===== config.mk =====
export PLATFORM = sky130hd
export DESIGN_NAME = input_debouncer_x4
export DESIGN_NICKNAME = d
export VERILOG_FILES = /design/src/rtl/input_debouncer_x4.sv
export SDC_FILE = /design/constraint.sdc
export NUM_CORES = 1
export LEC_CHECK = 0
export ABC_AREA = 1
export BUFFER_PORTS_ARGS = -buffer_cell sky130_fd_sc_hd__buf_4
export CORE_AREA = 5 5 56 58
export DETAILED_ROUTE_END_ITERATION = 8
export DIE_AREA = 0 0 61 63
export HOLD_SLACK_MARGIN = 0.08
export PLACE_DENSITY = 0.68
export SYNTH_ARGS = -nofsm -noshare
export SYNTH_HDL_FRONTEND = slang
export SYNTH_SLANG_ARGS = --single-unit

===== constraint.sdc =====
create_clock -name clk -period 3 [get_ports clk]
set_input_delay 0.6 -clock clk [delete_from_list [all_inputs] [get_ports clk]]
set_output_delay 0.6 -clock clk [all_outputs]
set_load 0.005 [all_outputs]

===== src/rtl/input_debouncer_x4.sv =====
// Four-channel input conditioner for the priority encoder: two-FF synchroniser,
// per-channel stability counter, registered clean levels and 0->1 rise pulses.
module input_debouncer_x4 #(
   parameter int unsigned DEBOUNCE_CYCLES = 4,
   parameter int unsigned CNT_W           = 3
) (
   input  logic       clk,
   input  logic       reset,
   input  logic [3:0] raw,
   output logic [3:0] x,
   output logic [3:0] x_rise,
   output logic       busy
);

   // Count value at which a persistent difference is finally accepted.
   localparam logic [CNT_W-1:0] LAST_CNT = CNT_W'(DEBOUNCE_CYCLES - 1);
   localparam logic [CNT_W-1:0] CNT_ONE  = CNT_W'(1);

   logic [3:0]       r_s1;
   logic [3:0]       r_s2;
   logic [3:0]       r_x;
   logic [3:0]       r_rise;
   logic [CNT_W-1:0] r_cnt [4];
   logic             w_busy;

   always_ff @(posedge clk) begin
      if (reset) begin
         r_s1   <= '0;
         r_s2   <= '0;
         r_x    <= '0;
         r_rise <= '0;
         for (int unsigned i = 0; i < 4; i++) begin
            r_cnt[i] <= '0;
         end
      end else begin
         r_s1 <= raw;
         r_s2 <= r_s1;
         for (int unsigned i = 0; i < 4; i++) begin
            r_rise[i] <= 1'b0;
            // Any edge where the synced level agrees with x cancels the count.
            if (r_s2[i] == r_x[i]) begin
               r_cnt[i] <= '0;
            end else if (r_cnt[i] == LAST_CNT) begin
               r_x[i]    <= r_s2[i];
               r_rise[i] <= r_s2[i];
               r_cnt[i]  <= '0;
            end else begin
               r_cnt[i] <= r_cnt[i] + CNT_ONE;
            end
         end
      end
   end

   always_comb begin
      w_busy = 1'b0;
      for (int unsigned i = 0; i < 4; i++) begin
         w_busy = w_busy | (r_cnt[i] != '0);
      end
   end

   assign x      = r_x;
   assign x_rise = r_rise;
   assign busy   = w_busy;

endmodule


==> results of run 1 <==
cell usage after synthesis:
master / number
buf_6: 1
conb_1: 1
dfxtp_1: 16
edfxtp_1: 12
ha_1: 12
inv_1: 32
inv_2: 1
nand2_1: 21
nand3_1: 7
nand3_2: 1
nor2_1: 29
nor2_4: 1
through the flow:
| stage | std cells | hold WS (ps) |
|---|---|---|
| after floorplan | 145 | 388 |
| after CTS | 193 | 419 |
| final | 193 | 415 |
| after global routing | 193 | 436 |
| after detailed placement | 189 | 397 |
| after global placement | 189 | 391 |
path summary, 6_finish.rpt:
kind	from	endpoint
max reg2reg	r_cnt[3][0]	r_cnt[3][2]
min	r_s1[0]	r_s2[0]
min reg2reg	r_s1[0]	r_s2[0]
max	r_cnt[0][0]	busy
kinds of logic after synthesis:
group	after synthesis	synth area share
adder cells (fa/ha/maj)	12	0.124
flip-flops	28	0.561
buffers and inverters	34	0.111
AND/OR/NAND/NOR	59	0.201
other	1	0.00309
state kept, by name (all words and copies together) (netlist names):
| name | cells |
|---|---|
| x_rise | 4 |
| r_s2 | 4 |
| r_cnt | 12 |
| x | 4 |
| r_s1 | 4 |
layer usage:
metal | up-vias | GRT usage
li1 | 441 | -
met1 | 384 | 0.118
met2 | 15 | 0.195
met3 | 4 | 0.0248
met4 | 0 | 0.0786
met5 | - | 0
area by class of cell:
type	instances	area (um2)	share of cell area
clock buffer	3	22.5	0.0159
clock inverter	1	3.75	0.00265
multi-input combinational	83	439	0.311
timing repair buffer	14	105	0.0743
tap	31	38.8	0.0274
sequential	28	681	0.481
inverter	33	124	0.0876
power groups by stage:
| stage | Sequential (uW) | Clock, uW | Combinational [uW] |
|---|---|---|---|
| after floorplan | 424 | 0 | 29.7 |
| after global placement | 424 | 0 | 40.1 |
| after detailed placement | 426 | 0 | 41.8 |
| after CTS | 417 | 166 | 42.1 |
| after global routing | 419 | 178 | 49.9 |
| final | 417 | 157 | 41.7 |
worst min-delay path, delay by kind of cell, from the launching register on:
kind,cells,cell delay (ps)
buffers and inverters,1,50
flip-flops,1,330
AND/OR/NAND/NOR,1,30
==> metrics, run 1 <==
TritonCTS buffer count 3; Post-CTS Hold Fix Bufs 0; met2 WL roughly 1000 um; CP arrival 1330 ps; critical path endpoint category output port; combinational fraction of design power 0.068; syn avg cell area between 9 and 10 um2; Crit path depth 6; Core ar. 2620 um2; CP max stage delay 450 ps; PwrDens 435 nW/um2; critical path's slowest cell edfxtp_1; Mapped Area 1210 um2; CP Max Fanout 3; PortBufs 14; Initial DRC Count 18; area leader, netlist edfxtp_1; Placed Area 1390 um2; number of synthesis warnings 0; Setup-failing EPs final 0; Design Power 615 uW; P&R area growth vs syn 16.5%; FF+latch count, synth 28; post-route cell area about 1400 um2; Reg2Reg Depth 5; gr ovfl total 0; Pint around 480 uW; CP Class reg2out; Period minus WS final 1930 ps; status completed; Tcrit/Tclk final 0.644; Hold WC Path Type reg2reg; fillcell total approximately 250; Mapped Cells 134; row cnt 19; CTS tree done; final hold vios 0; via density per instance about 4.4; clock buffer depth 2; Synth top area share 0.297; first-pass iteration count of the detailed router 4; most common cell after layout, fill and taps aside inv_1; Pins Over Slew Limit 0; # IOs 15; Final #Nets 181; Leak 0.000729 uW; setup bufs post-CTS 0; final WL 1890 um; Sum Neg Setup Slack 0 ps; CP Data Required Time 2400 ps; Buf+Inv Stages, Crit Path 2; largest net degree at the start of global routing 16; met1 wire length about 800 um; initial core utilization 0.464; wire length on met3 roughly 84 um; top post-synthesis cells by area edfxtp_1 (30%), dfxtp_1 (26%), ha_1 (12%); Detail Placement HPWL 1490 um; initial antenna violation count 0; fin util 0.541; vias in the first global route 857; maxcap violations 0; clock root buffer master clkbuf_4; PostCTS Resize Cnt 0; Fmax achieved 518 MHz; clock-pin slew on the worst setup and hold paths about 150 ps; GRT Overall Usage 0.114; share of layout cells above drive strength 1 0.123; CP Cell Sequence inv_1 > ha_1 > nand2_1 > nor2_1 > nand2_1 > buf_4; post-route setup slack around 1100 ps; switching share of power 0.227; sequential share of power 0.678; maximum VDD drop 345 uV; Die Ht 63 um; first-pass GRT wire length between 3000 and 4000 um; drt wl/cell 9.80 um; Worst R2R Setup Slack 1610 ps; max layer used met4; vias post-DR 844; RSZ-0062 raised after global routing no; DR DRC count 0; post-route ant nets 0; H-Tree Depth 1; die area 3840 um2; clock latency on the worst-skew pair ~330 ps; most frequent cells in the layout inv_1 (32), nor2_1 (29), nand2_1 (21); diodes inserted 0; count of cell types in the netlist 12; CP top delay family flip-flops; Die X about 61 um; routability-driven placement congestion ratio 0.670; post-place setup slack 1430 ps; most frequent CP cell nand2_1; Worst Clk Skew about 13 ps; switching pwr 139 uW; Clk pwr share 0.255; sequential cell area fraction in the yosys report 0.561; Worst setup SP type flop; Cells on Worst Hold Path 2; Clock Sinks 28
No activity file was read; power rests on OpenSTA's default activity.
==> run 2, diff against run 1 <==
- PLACE_DENSITY: 0.68 -> 0.71
- clock period: 3 -> 1.7 ns (I/O delays scaled with it)
==> run 2 against run 1 <==
Compared with the run above:
- worst hold slack lost 210 ps
- critical path type unchanged
- combinational power grew 97%
- clock skew shrank 7.0 ps
- critical endpoint unchanged
- worst setup slack lost 1000 ps
- flip-flop and latch count is the same
- clock power grew 130%
==> metrics, run 2 (synthesis results as in run 1) <==
maximum VDD drop roughly 560 uV; P&R area growth vs syn 22.0%; share of layout cells above drive strength 1 0.161; most frequent cells in the layout inv_1 (32), nor2_1 (29), nand2_1 (21); reg2reg start r_cnt[3][0]; status completed; critical path endpoint category output port; maxcap violations 0; gr ovfl total 0; diodes inserted 0; Design Power 1180 uW; routability-driven placement congestion ratio 0.688; Die X 61 um; clock latency on the worst-skew pair 320 ps; RSZ-0062 raised after global routing yes; drt wl/cell 9.11 um; Hold Slack 205 ps; Hold WC Path Type in2reg; vias in the first global route between 700 and 800; largest net degree at the start of global routing 17; CP Class reg2out; DR DRC count 0; initial antenna violation count 0; Setup-failing EPs final 0; Worst setup SP type flop; Post-CTS Hold Fix Bufs 0; max reg flops 12; Initial DRC Count 18; Core ar. around 2600 um2; Fmax achieved 606 MHz; CP Max Fanout 3; Largest Register r_cnt; row cnt 19; Tcrit/Tclk final 0.970; final hold vios 0; fin util 0.566; hold path startpoint raw[1]; clock-pin slew on the worst setup and hold paths 150 ps; GRT Overall Usage 0.109; CP Data Required Time 1360 ps; # IOs 15; first-pass iteration count of the detailed router 6; Final #Nets 187; first-pass GRT wire length roughly 3200 um; PwrDens 800 nW/um2; vias post-DR between 800 and 900; Period minus WS final 1650 ps; Leak 0.000770 uW; most common cell after layout, fill and taps aside inv_1; Pins Over Slew Limit 0; worst setup path start r_cnt[1][0]; TritonCTS buffer count 3; CP arrival 1310 ps; clock root buffer master clkbuf_4; Worst Clk Skew between 5 and 6 ps; PostCTS Resize Cnt 0; PortBufs 14; Die Ht 63 um; CTS tree done; Detail Placement HPWL ~1400 um; Clock Sinks 28; clock buffer depth 2; H-Tree Depth 1; via density per instance 4.18; initial core utilization 0.464; final WL 1810 um; post-route ant nets 0; die area approximately 3800 um2
-- run 2: cell count changes in the layout (fill, tap and decap cells not counted) --
cell / delta
buf_4: +6
clkbuf_16: +1
clkinv_1: -1
-- run 2: layout make-up --
type / count / area, um2
multi-input cells: 83 / 439
clock buffers: 4 / 47.5
repair buffers: 20 / 150
well taps: 31 / 38.8
flip-flops and latches: 28 / 681
fillers: 254 / 1130
inverters: 33 / 124
-- run 2: final timing paths --
path                 endpoint  slack, ps  cells after the start
setup / recovery         busy         50                      6
hold / removal        r_s1[1]        210                      3
setup reg to reg  r_cnt[3][2]        200                      6
hold reg to reg       r_s2[3]        410                      2
-- run 2: per-stage QoR --
| stage | TNS (ps) | std cells | setup WS, ps | instance area (um2) |
|---|---|---|---|---|
| floorplan | 0 | 145 | 483 | 1250 |
| global placement | 0 | 189 | 395 | 1390 |
| detailed placement | 0 | 189 | 333 | 1390 |
| CTS | 0 | 194 | 20.7 | 1440 |
| global route | -41.9 | 199 | -41.9 | 1480 |
| finish | 0 | 199 | 50.2 | 1480 |
-- run 2: power by group --
part | switching (uW) | total [uW] | internal, uW
combinational | 45.5 | 82.0 | 36.5
sequential | 10.8 | 735 | 724
clock | 188 | 368 | 180
-- run 2: critical path, stage by stage (launching register included) --
cell and delay, ps:
edfxtp_1 440, inv_1 80, ha_1 130, nand2_1 60, nor2_1 90, nand2_1 60
buf_4 130
-- run 2: metal layers --
metal,global-route usage,share of wire,vias to the layer above
li1,-,-,453
met1,0.126,0.44,368
met2,0.184,0.51,9
met3,0.0310,0.043,2
met4,0.0407,0.0094,0
met5,0,0,-
-- run 2: what timing repair did --
item                                   CTS  global route
setup endpoints to repair                1             1
setup buffers                            1             5
pin swaps                                0             1
endpoints found under the hold margin    0             0
